### config.mk
export PLATFORM = sky130hd
export DESIGN_NAME = op_mem
export DESIGN_NICKNAME = d
export VERILOG_FILES = /design/src/rtl/op_mem.sv
export SDC_FILE = /design/constraint.sdc
export NUM_CORES = 1
export LEC_CHECK = 0
export CORE_MARGIN = 2
export CORE_UTILIZATION = 41
export CTS_BUF_LIST = sky130_fd_sc_hd__clkbuf_8
export DETAILED_ROUTE_END_ITERATION = 7
export GPL_TIMING_DRIVEN = 0
export HOLD_SLACK_MARGIN = 0.02
export PLACE_DENSITY = 0.82
export SETUP_SLACK_MARGIN = 0.05
export SYNTH_ARGS = -nofsm -noshare
export SYNTH_HDL_FRONTEND = slang
export SYNTH_SLANG_ARGS = --single-unit
### constraint.sdc
create_clock -name i_clk -period 1.95 [get_ports i_clk]
set_input_delay 0.2925 -clock i_clk [delete_from_list [all_inputs] [get_ports i_clk]]
set_output_delay 0.2925 -clock i_clk [all_outputs]
set_load 0.02 [all_outputs]
### src/rtl/op_mem.sv
// rtl/op_mem.sv - memory-mapped LED, seven-segment and LCD output registers
// Optional LCD enable strobe sequencer: define OP_MEM_LCD_EN.
module op_mem #(
  parameter int LCD_SETUP_CYC = 2,
  parameter int LCD_PULSE_CYC = 12,
  parameter int LCD_HOLD_CYC  = 2
) (
  input  logic        i_clk,
  input  logic        i_rst,
  input  logic        i_lsu_wren,
  input  logic [31:0] i_lsu_addr,
  input  logic [31:0] i_st_data,
  input  logic [3:0]  i_bmask,
  output logic [31:0] o_op_data,
  output logic [31:0] o_io_ledr,
  output logic [31:0] o_io_ledg,
  output logic [6:0]  o_io_hex0,
  output logic [6:0]  o_io_hex1,
  output logic [6:0]  o_io_hex2,
  output logic [6:0]  o_io_hex3,
  output logic [6:0]  o_io_hex4,
  output logic [6:0]  o_io_hex5,
  output logic [6:0]  o_io_hex6,
  output logic [6:0]  o_io_hex7,
  output logic [7:0]  o_lcd_data,
  output logic        o_lcd_rs,
  output logic        o_lcd_rw,
  output logic        o_lcd_en,
  output logic        o_lcd_on
);

  localparam logic [31:0] HEX_MASK = 32'h7F7F_7F7F;
  localparam logic [31:0] LCD_MASK = 32'h8000_03FF;
  localparam logic [2:0]  PARAM_OK = {LCD_SETUP_CYC >= 1, LCD_PULSE_CYC >= 1, LCD_HOLD_CYC >= 1};

  logic        hit;
  logic [3:0]  idx;
  logic [31:0] wmask;
  logic [31:0] ledr_q, ledg_q, hex_lo_q, hex_hi_q, lcd_q;
  logic        busy;
  logic        lcd_wr;
  logic        unused;

  assign hit    = (i_lsu_addr[31:8] == 24'h000070);
  assign idx    = i_lsu_addr[5:2];
  assign wmask  = {{8{i_bmask[3]}}, {8{i_bmask[2]}}, {8{i_bmask[1]}}, {8{i_bmask[0]}}};
  // LCD writes are dropped whole while a strobe is in flight
  assign lcd_wr = i_lsu_wren && hit && (idx == 4'd12) && !busy;
  assign unused = &{1'b0, PARAM_OK, i_lsu_addr[7:6], i_lsu_addr[1:0]};

  function automatic logic [31:0] merge(input logic [31:0] old, input logic [31:0] fmask);
    return ((old & ~wmask) | (i_st_data & wmask)) & fmask;
  endfunction

  always_ff @(posedge i_clk or negedge i_rst) begin
    if (!i_rst) begin
      ledr_q   <= '0;
      ledg_q   <= '0;
      hex_lo_q <= '0;
      hex_hi_q <= '0;
      lcd_q    <= '0;
    end else if (i_lsu_wren && hit) begin
      case (idx)
        4'd0:    ledr_q   <= merge(ledr_q, 32'hFFFF_FFFF);
        4'd4:    ledg_q   <= merge(ledg_q, 32'hFFFF_FFFF);
        4'd8:    hex_lo_q <= merge(hex_lo_q, HEX_MASK);
        4'd9:    hex_hi_q <= merge(hex_hi_q, HEX_MASK);
        4'd12:   if (lcd_wr) lcd_q <= merge(lcd_q, LCD_MASK);
        default: ;
      endcase
    end
  end

`ifdef OP_MEM_LCD_EN
  localparam int CNT_MAX = (LCD_SETUP_CYC > LCD_PULSE_CYC) ?
                           ((LCD_SETUP_CYC > LCD_HOLD_CYC) ? LCD_SETUP_CYC : LCD_HOLD_CYC) :
                           ((LCD_PULSE_CYC > LCD_HOLD_CYC) ? LCD_PULSE_CYC : LCD_HOLD_CYC);
  localparam int CW = (CNT_MAX > 1) ? $clog2(CNT_MAX) : 1;

  typedef enum logic [1:0] {IDLE, SETUP, PULSE, HOLD} state_t;
  state_t        state;
  logic [CW-1:0] cnt;
  logic          en_q;

  // counter holds remaining cycles minus one; each state exits when it reaches zero
  always_ff @(posedge i_clk or negedge i_rst) begin
    if (!i_rst) begin
      state <= IDLE;
      cnt   <= '0;
      en_q  <= 1'b0;
    end else begin
      case (state)
        IDLE: if (lcd_wr && i_bmask[0]) begin
          state <= SETUP;
          cnt   <= CW'(LCD_SETUP_CYC - 1);
        end
        SETUP: if (cnt == '0) begin
          state <= PULSE;
          cnt   <= CW'(LCD_PULSE_CYC - 1);
          en_q  <= 1'b1;
        end else cnt <= cnt - 1'b1;
        PULSE: if (cnt == '0) begin
          state <= HOLD;
          cnt   <= CW'(LCD_HOLD_CYC - 1);
          en_q  <= 1'b0;
        end else cnt <= cnt - 1'b1;
        HOLD: if (cnt == '0) state <= IDLE;
              else cnt <= cnt - 1'b1;
        default: begin
          state <= IDLE;
          en_q  <= 1'b0;
        end
      endcase
    end
  end

  assign busy     = (state != IDLE);
  assign o_lcd_en = en_q;
`else
  assign busy     = 1'b0;
  assign o_lcd_en = 1'b0;
`endif

  always_comb begin
    o_op_data = '0;
    if (hit) begin
      case (idx)
        4'd0:    o_op_data = ledr_q;
        4'd4:    o_op_data = ledg_q;
        4'd8:    o_op_data = hex_lo_q;
        4'd9:    o_op_data = hex_hi_q;
        4'd12:   o_op_data = lcd_q | {1'b0, busy, 30'b0};
        default: o_op_data = '0;
      endcase
    end
  end

  assign o_io_ledr  = ledr_q;
  assign o_io_ledg  = ledg_q;
  assign o_io_hex0  = ~hex_lo_q[6:0];
  assign o_io_hex1  = ~hex_lo_q[14:8];
  assign o_io_hex2  = ~hex_lo_q[22:16];
  assign o_io_hex3  = ~hex_lo_q[30:24];
  assign o_io_hex4  = ~hex_hi_q[6:0];
  assign o_io_hex5  = ~hex_hi_q[14:8];
  assign o_io_hex6  = ~hex_hi_q[22:16];
  assign o_io_hex7  = ~hex_hi_q[30:24];
  assign o_lcd_data = lcd_q[7:0];
  assign o_lcd_rs   = lcd_q[8];
  assign o_lcd_rw   = lcd_q[9];
  assign o_lcd_on   = lcd_q[31];

endmodule

After elaboration in Yosys (flattened, before gate mapping)
Cells that the tools add are included.
{"block": "totals", "register_bits": 131, "inputBits": 71, "out_inout_bits": 164, "word_cells": 40}
{"block": "op_classes", "eq_ne": 5, "muxes": 2, "n_bitwise": 20, "reduce_logical": 8}
{"cell": "case mux 32 bit (5 select lines)", "n": 1}
{"cell": "AND 32 bit", "n": 4}
{"cell": "OR 32 bit", "n": 3}
{"cell": "AND 31 bit", "n": 2}
{"cell": "OR 31 bit", "n": 2}
{"cell": "NOT 7 bit", "n": 8}
{"cell": "two-way mux 32 bit", "n": 1}
{"cell": "NOT 32 bit", "n": 1}
{"cell": "== test 24 x 7 -> 1 bit, second input constant", "n": 1}
{"cell": "== test 4 bit, second input constant", "n": 3}
{"cell": "AND reduction 2 bit", "n": 4}
{"cell": "== test 4 x 3 -> 1 bit, second input constant", "n": 1}
{"cell": "zero test 4 bit", "n": 1}
{"cell": "AND reduction 3 bit", "n": 1}
{"cell": "logical AND 1 bit", "n": 2}

Depth between registers and ports, before layout
{"block": "depth", "depth_word": 4, "ltp_mapped": 7, "ltp_nobuf": 4}

Least setup slack after synthesis
No wires, ideal clock.
{"block": "synth_timing", "path_type": "input-to-output", "startpoint": "in i_lsu_addr[27]", "endpoint": "out o_op_data[14]", "arrival_time_ps": 1957, "t_required_ps": 1657, "path_slack_ps": -299, "path_stages": 7, "n_path_buf": 3, "cell_sequence": "nor4_1 -> nand4_1 -> buf_4 -> or3_1 -> clkbuf_1 -> clkbuf_1 -> a21oi_1"}
{"block": "synth_between", "elab_chain_len": 2}
{"item": "start: declaration", "line_no": "11", "rtl": "input logic [31:0] i_lsu_addr,"}
{"item": "== test 24 x 7 -> 1 bit", "line_no": "44", "rtl": "assign hit = (i_lsu_addr[31:8] == 24'h000070);"}
{"item": "two-way mux 32 bit", "line_no": "126", "rtl": "if (hit) begin"}
{"item": "end: declaration", "line_no": "14", "rtl": "output logic [31:0] o_op_data,"}
No other way between the ends.

Worst setup path in the final report
{"block": "layout_timing", "startpoint": "in i_lsu_addr[29]", "endpoint": "out o_op_data[5]"}
Same word-level chain as after synthesis.

==> flow_metrics.tcl <==
set metrics [dict create \
    status "finished with violations" \
    failing_checks "negative setup slack" \
    netlist-cell-type-count 24 \
    fillCellCount 1010 \
    dpl.cell_count 895 \
    numCtsBuffers 17 \
    finalPower_w 0.00561 \
    worst_slack_ns -0.336 \
    syn_to_final_growth_pct 63.0 \
    synthXorXnorAreaFrac_pct 0 \
    grt_max_degree 76 \
    part_of_the_power_in_the_clock_network_pct 45.8 \
    path_buf_inv 5 \
    global_route.overflow_total 0 \
    netSwitchingPower_w 0.00123 \
    die-width_um 127 \
    worst_slew_margin_rel_pct 63.1 \
    timing.final.max_slew_violations 0 \
    synth_fa_ha_area_share_pct 0 \
    clk_pin_slew_ns 0.08 \
    cell_at_the_root_of_the_clock_tree "clkbuf_8" \
    drt_iter0_drc 337 \
    final_wirelength_um 21000 \
    gr-usage-all-layers_pct 26.3 \
    core_mm2 0.0146 \
    drc_errors 0 \
    yosysSeqAreaShare_pct 52.8 \
    setup_viol_count_final 32 \
    hold_viol_final 0 \
    pin_slew_with_the_least_headroom_to_its_limit_ns 0.554 \
    ys_warn_count 0 \
    layoutNonFillerInstCount 963 \
    place_area_mm2 0.00922 \
    yosysTopAreaCell "dfrtp_1" \
    worst-endpoint-required_ns 1.66 \
    power_switching_share_pct 21.9 \
    final_net_count 837 \
    final_layout_size_suffix_gt1_share_pct 42.5 \
    end_kind "output port" \
    io_pins 235 \
    core.rowCount 44 \
    clock_tree_from_tritoncts "yes" \
    synthesis.area_per_instance_um2 12.9 \
    synth-seq-cells 131 \
    most-common-layout-cells "clkdlybuf4s50_1 (167), dfrtp_1 (131), mux2_2 (127), inv_1 (59)" \
    worstPathArrival_ns 1.99 \
    routed-via-count 5312 \
    critPathTopFamily "simple AND/OR/NAND/NOR gates" \
    drt-vias-per-instance 5.52 \
    tns_ns -9.77 \
    floorplan.initialDensity_pct 42.4 \
    cts_buffer_depth 2 \
    n_antenna_cell 0 \
    path_max_fanout 8 \
    power.combinational.fraction_pct 5.7 \
    cap_viol_max_count 0 \
    place_ws_ns -1.80 \
    rsz0062_at_grt "true" \
    syn-cell-area_mm2 0.00621 \
    gpl.final_weighted_congestion 0.782 \
    cp-start-kind "input pin" \
    h-tree-depth 4 \
    simple_gate_share_of_the_synthesized_area_pct 9.95 \
    syn_nets 553 \
    detailedPlacementHpwl_um 14500 \
    route.antenna.remaining_nets 0 \
    power_frac_seq_pct 48.4 \
    critical_path.most_common_cell "buf_6" \
    grt_pass1_wl_um 32100 \
    fmax_mhz 437 \
    total_die_area_mm2 0.0161 \
    min-delay-path-class "input pin to asynchronous set/reset pin" \
    power.internal_w 0.00438 \
    peak_vdd_ir_mv 0.436 \
    drt_pass1_iterations 7 \
    main_combinational_cell_family_by_area_after_synthesis "multiplexers" \
    period_share_pct 117 \
    timing_worst_setup_path_type "input pin to output port" \
    place.port_buffers 228 \
    yosys.area.top_type_share_pct 52.8 \
    final.min_clock_period_ns 2.29 \
    power.density_cell_area_mw_per_mm2 554 \
    synth_compound_gate_area_share_pct 8.50 \
    cellLeakagePower_nw 4.44 \
    slowest_stage "or3_4" \
    floorplan.die.height_um 127 \
    detail_route.wl_per_cell_um 21.8 \
    mostFrequentLayoutCell "clkdlybuf4s50_1" \
    clock_skew_ns 0 \
    cp_slowest_stage_delay_ns 0.33 \
    final_instance_area_mm2 0.0101 \
    crit_chain "buf_2, nor4_2, nand4_1, buf_6, or3_4, buf_12, clkbuf_16, a21oi_4, buf_6" \
    vias_in_the_first_global_route 5742 \
    netlist_top_cells_area "dfrtp_1 (53%), mux2_2 (23%), nor4_4 (5.8%)" \
    clk_latency_ns 0.43 \
    grt_antenna_before_repair 0 \
    synth.mux.area_fraction_pct 23.8 \
    clock-sinks 131 \
    netlist_instances 482 \
]
timing repair:
item,in CTS,in global routing
hold buffers,1,0
gates cloned,3,0
buffers inserted,31,3
pin swaps,34,10
hold endpoints to repair,56,0
gates resized for setup,299,28
setup endpoints to repair,163,54
kinds of logic (layout without fill, tap and decap cells):
logic type,Yosys count,count (layout)
other,1,1
DFF,131,131
AOI/OAI and AO/OA,71,71
buffers and inverters,79,376
muxes,131,131
and+or+nand+nor,69,69
metal layers:
| metal | vias up | wire length [um] | track usage (%) | part of all wire, % |
|---|---|---|---|---|
| met4 | 0 | 336 | 8.08 | 1.6 |
| met1 | 2719 | 8520 | 32.3 | 41 |
| met2 | 229 | 10700 | 45.7 | 51 |
| met5 | - | 0 | 0 | 0 |
| met3 | 24 | 1440 | 6.87 | 6.8 |
| li1 | 2340 | - | - | - |
cell type report:
class | instances | area (um2) | share of cell area (%)
Sequential cell | 131 | 3280 | 32.4
Timing Repair Buffer | 267 | 2660 | 26.2
Multi-Input combinational cell | 272 | 3090 | 30.5
Clock inverter | 14 | 194 | 1.92
Tap cell | 184 | 230 | 2.27
Buffer | 21 | 221 | 2.19
Inverter | 56 | 210 | 2.08
Clock buffer | 18 | 248 | 2.45
worst paths after layout:
| path | from | endpoint | slack (ns) | cells past startpoint |
|---|---|---|---|---|
| min in group i_clk | i_st_data[7] | flop | 0.52 | 2 |
| worst min-delay path | i_rst | asynchronous set/reset pin | 0.37 | 2 |
| max in group asynchronous | i_rst | asynchronous set/reset pin | 0.80 | 3 |
| worst max register to register | flop | flop | 1.13 | 1 |
| worst max-delay path | i_lsu_addr[29] | o_op_data[5] | -0.34 | 9 |
| worst min register to register | flop | flop | 0.53 | 1 |
through the flow:
stage,hold WS (ns),util [%]
4_1_cts,0.372,69.0
6_report,0.370,69.1
3_5_place_dp,0.289,63.0
3_3_place_gp,0.508,62.8
5_1_grt,0.410,69.1
2_1_floorplan,-0.00309,-
synth_stat cells:
cell      number
a21oi_1       30
a222oi_1      28
a22oi_1       13
and2_1         1
and3_1         1
buf_2          3
buf_4          2
clkbuf_1      18
conb_1         1
dfrtp_1      131
inv_1         56
mux2_1         4
mux2_2       127
nand2_1       28
nand3_1        1
nand3b_1       2
nand4_1        1
nor2_1         5
nor2b_1        1
nor4_1         7
nor4_4        17
nor4b_1        2
nor4bb_1       2
or3_1          1
power groups by stage:
stage / Combinational (W) / Clock (W) / Sequential (W)
after global routing: 0.000350 / 0.00273 / 0.00271
after detailed placement: 0.000317 / 0 / 0.00277
after CTS: 0.000321 / 0.00261 / 0.00272
final: 0.000322 / 0.00257 / 0.00272
after global placement: 0.000299 / 0 / 0.00277
after floorplan: 0.0000608 / 0 / 0.00277
Power figures use the tool's default switching activity.
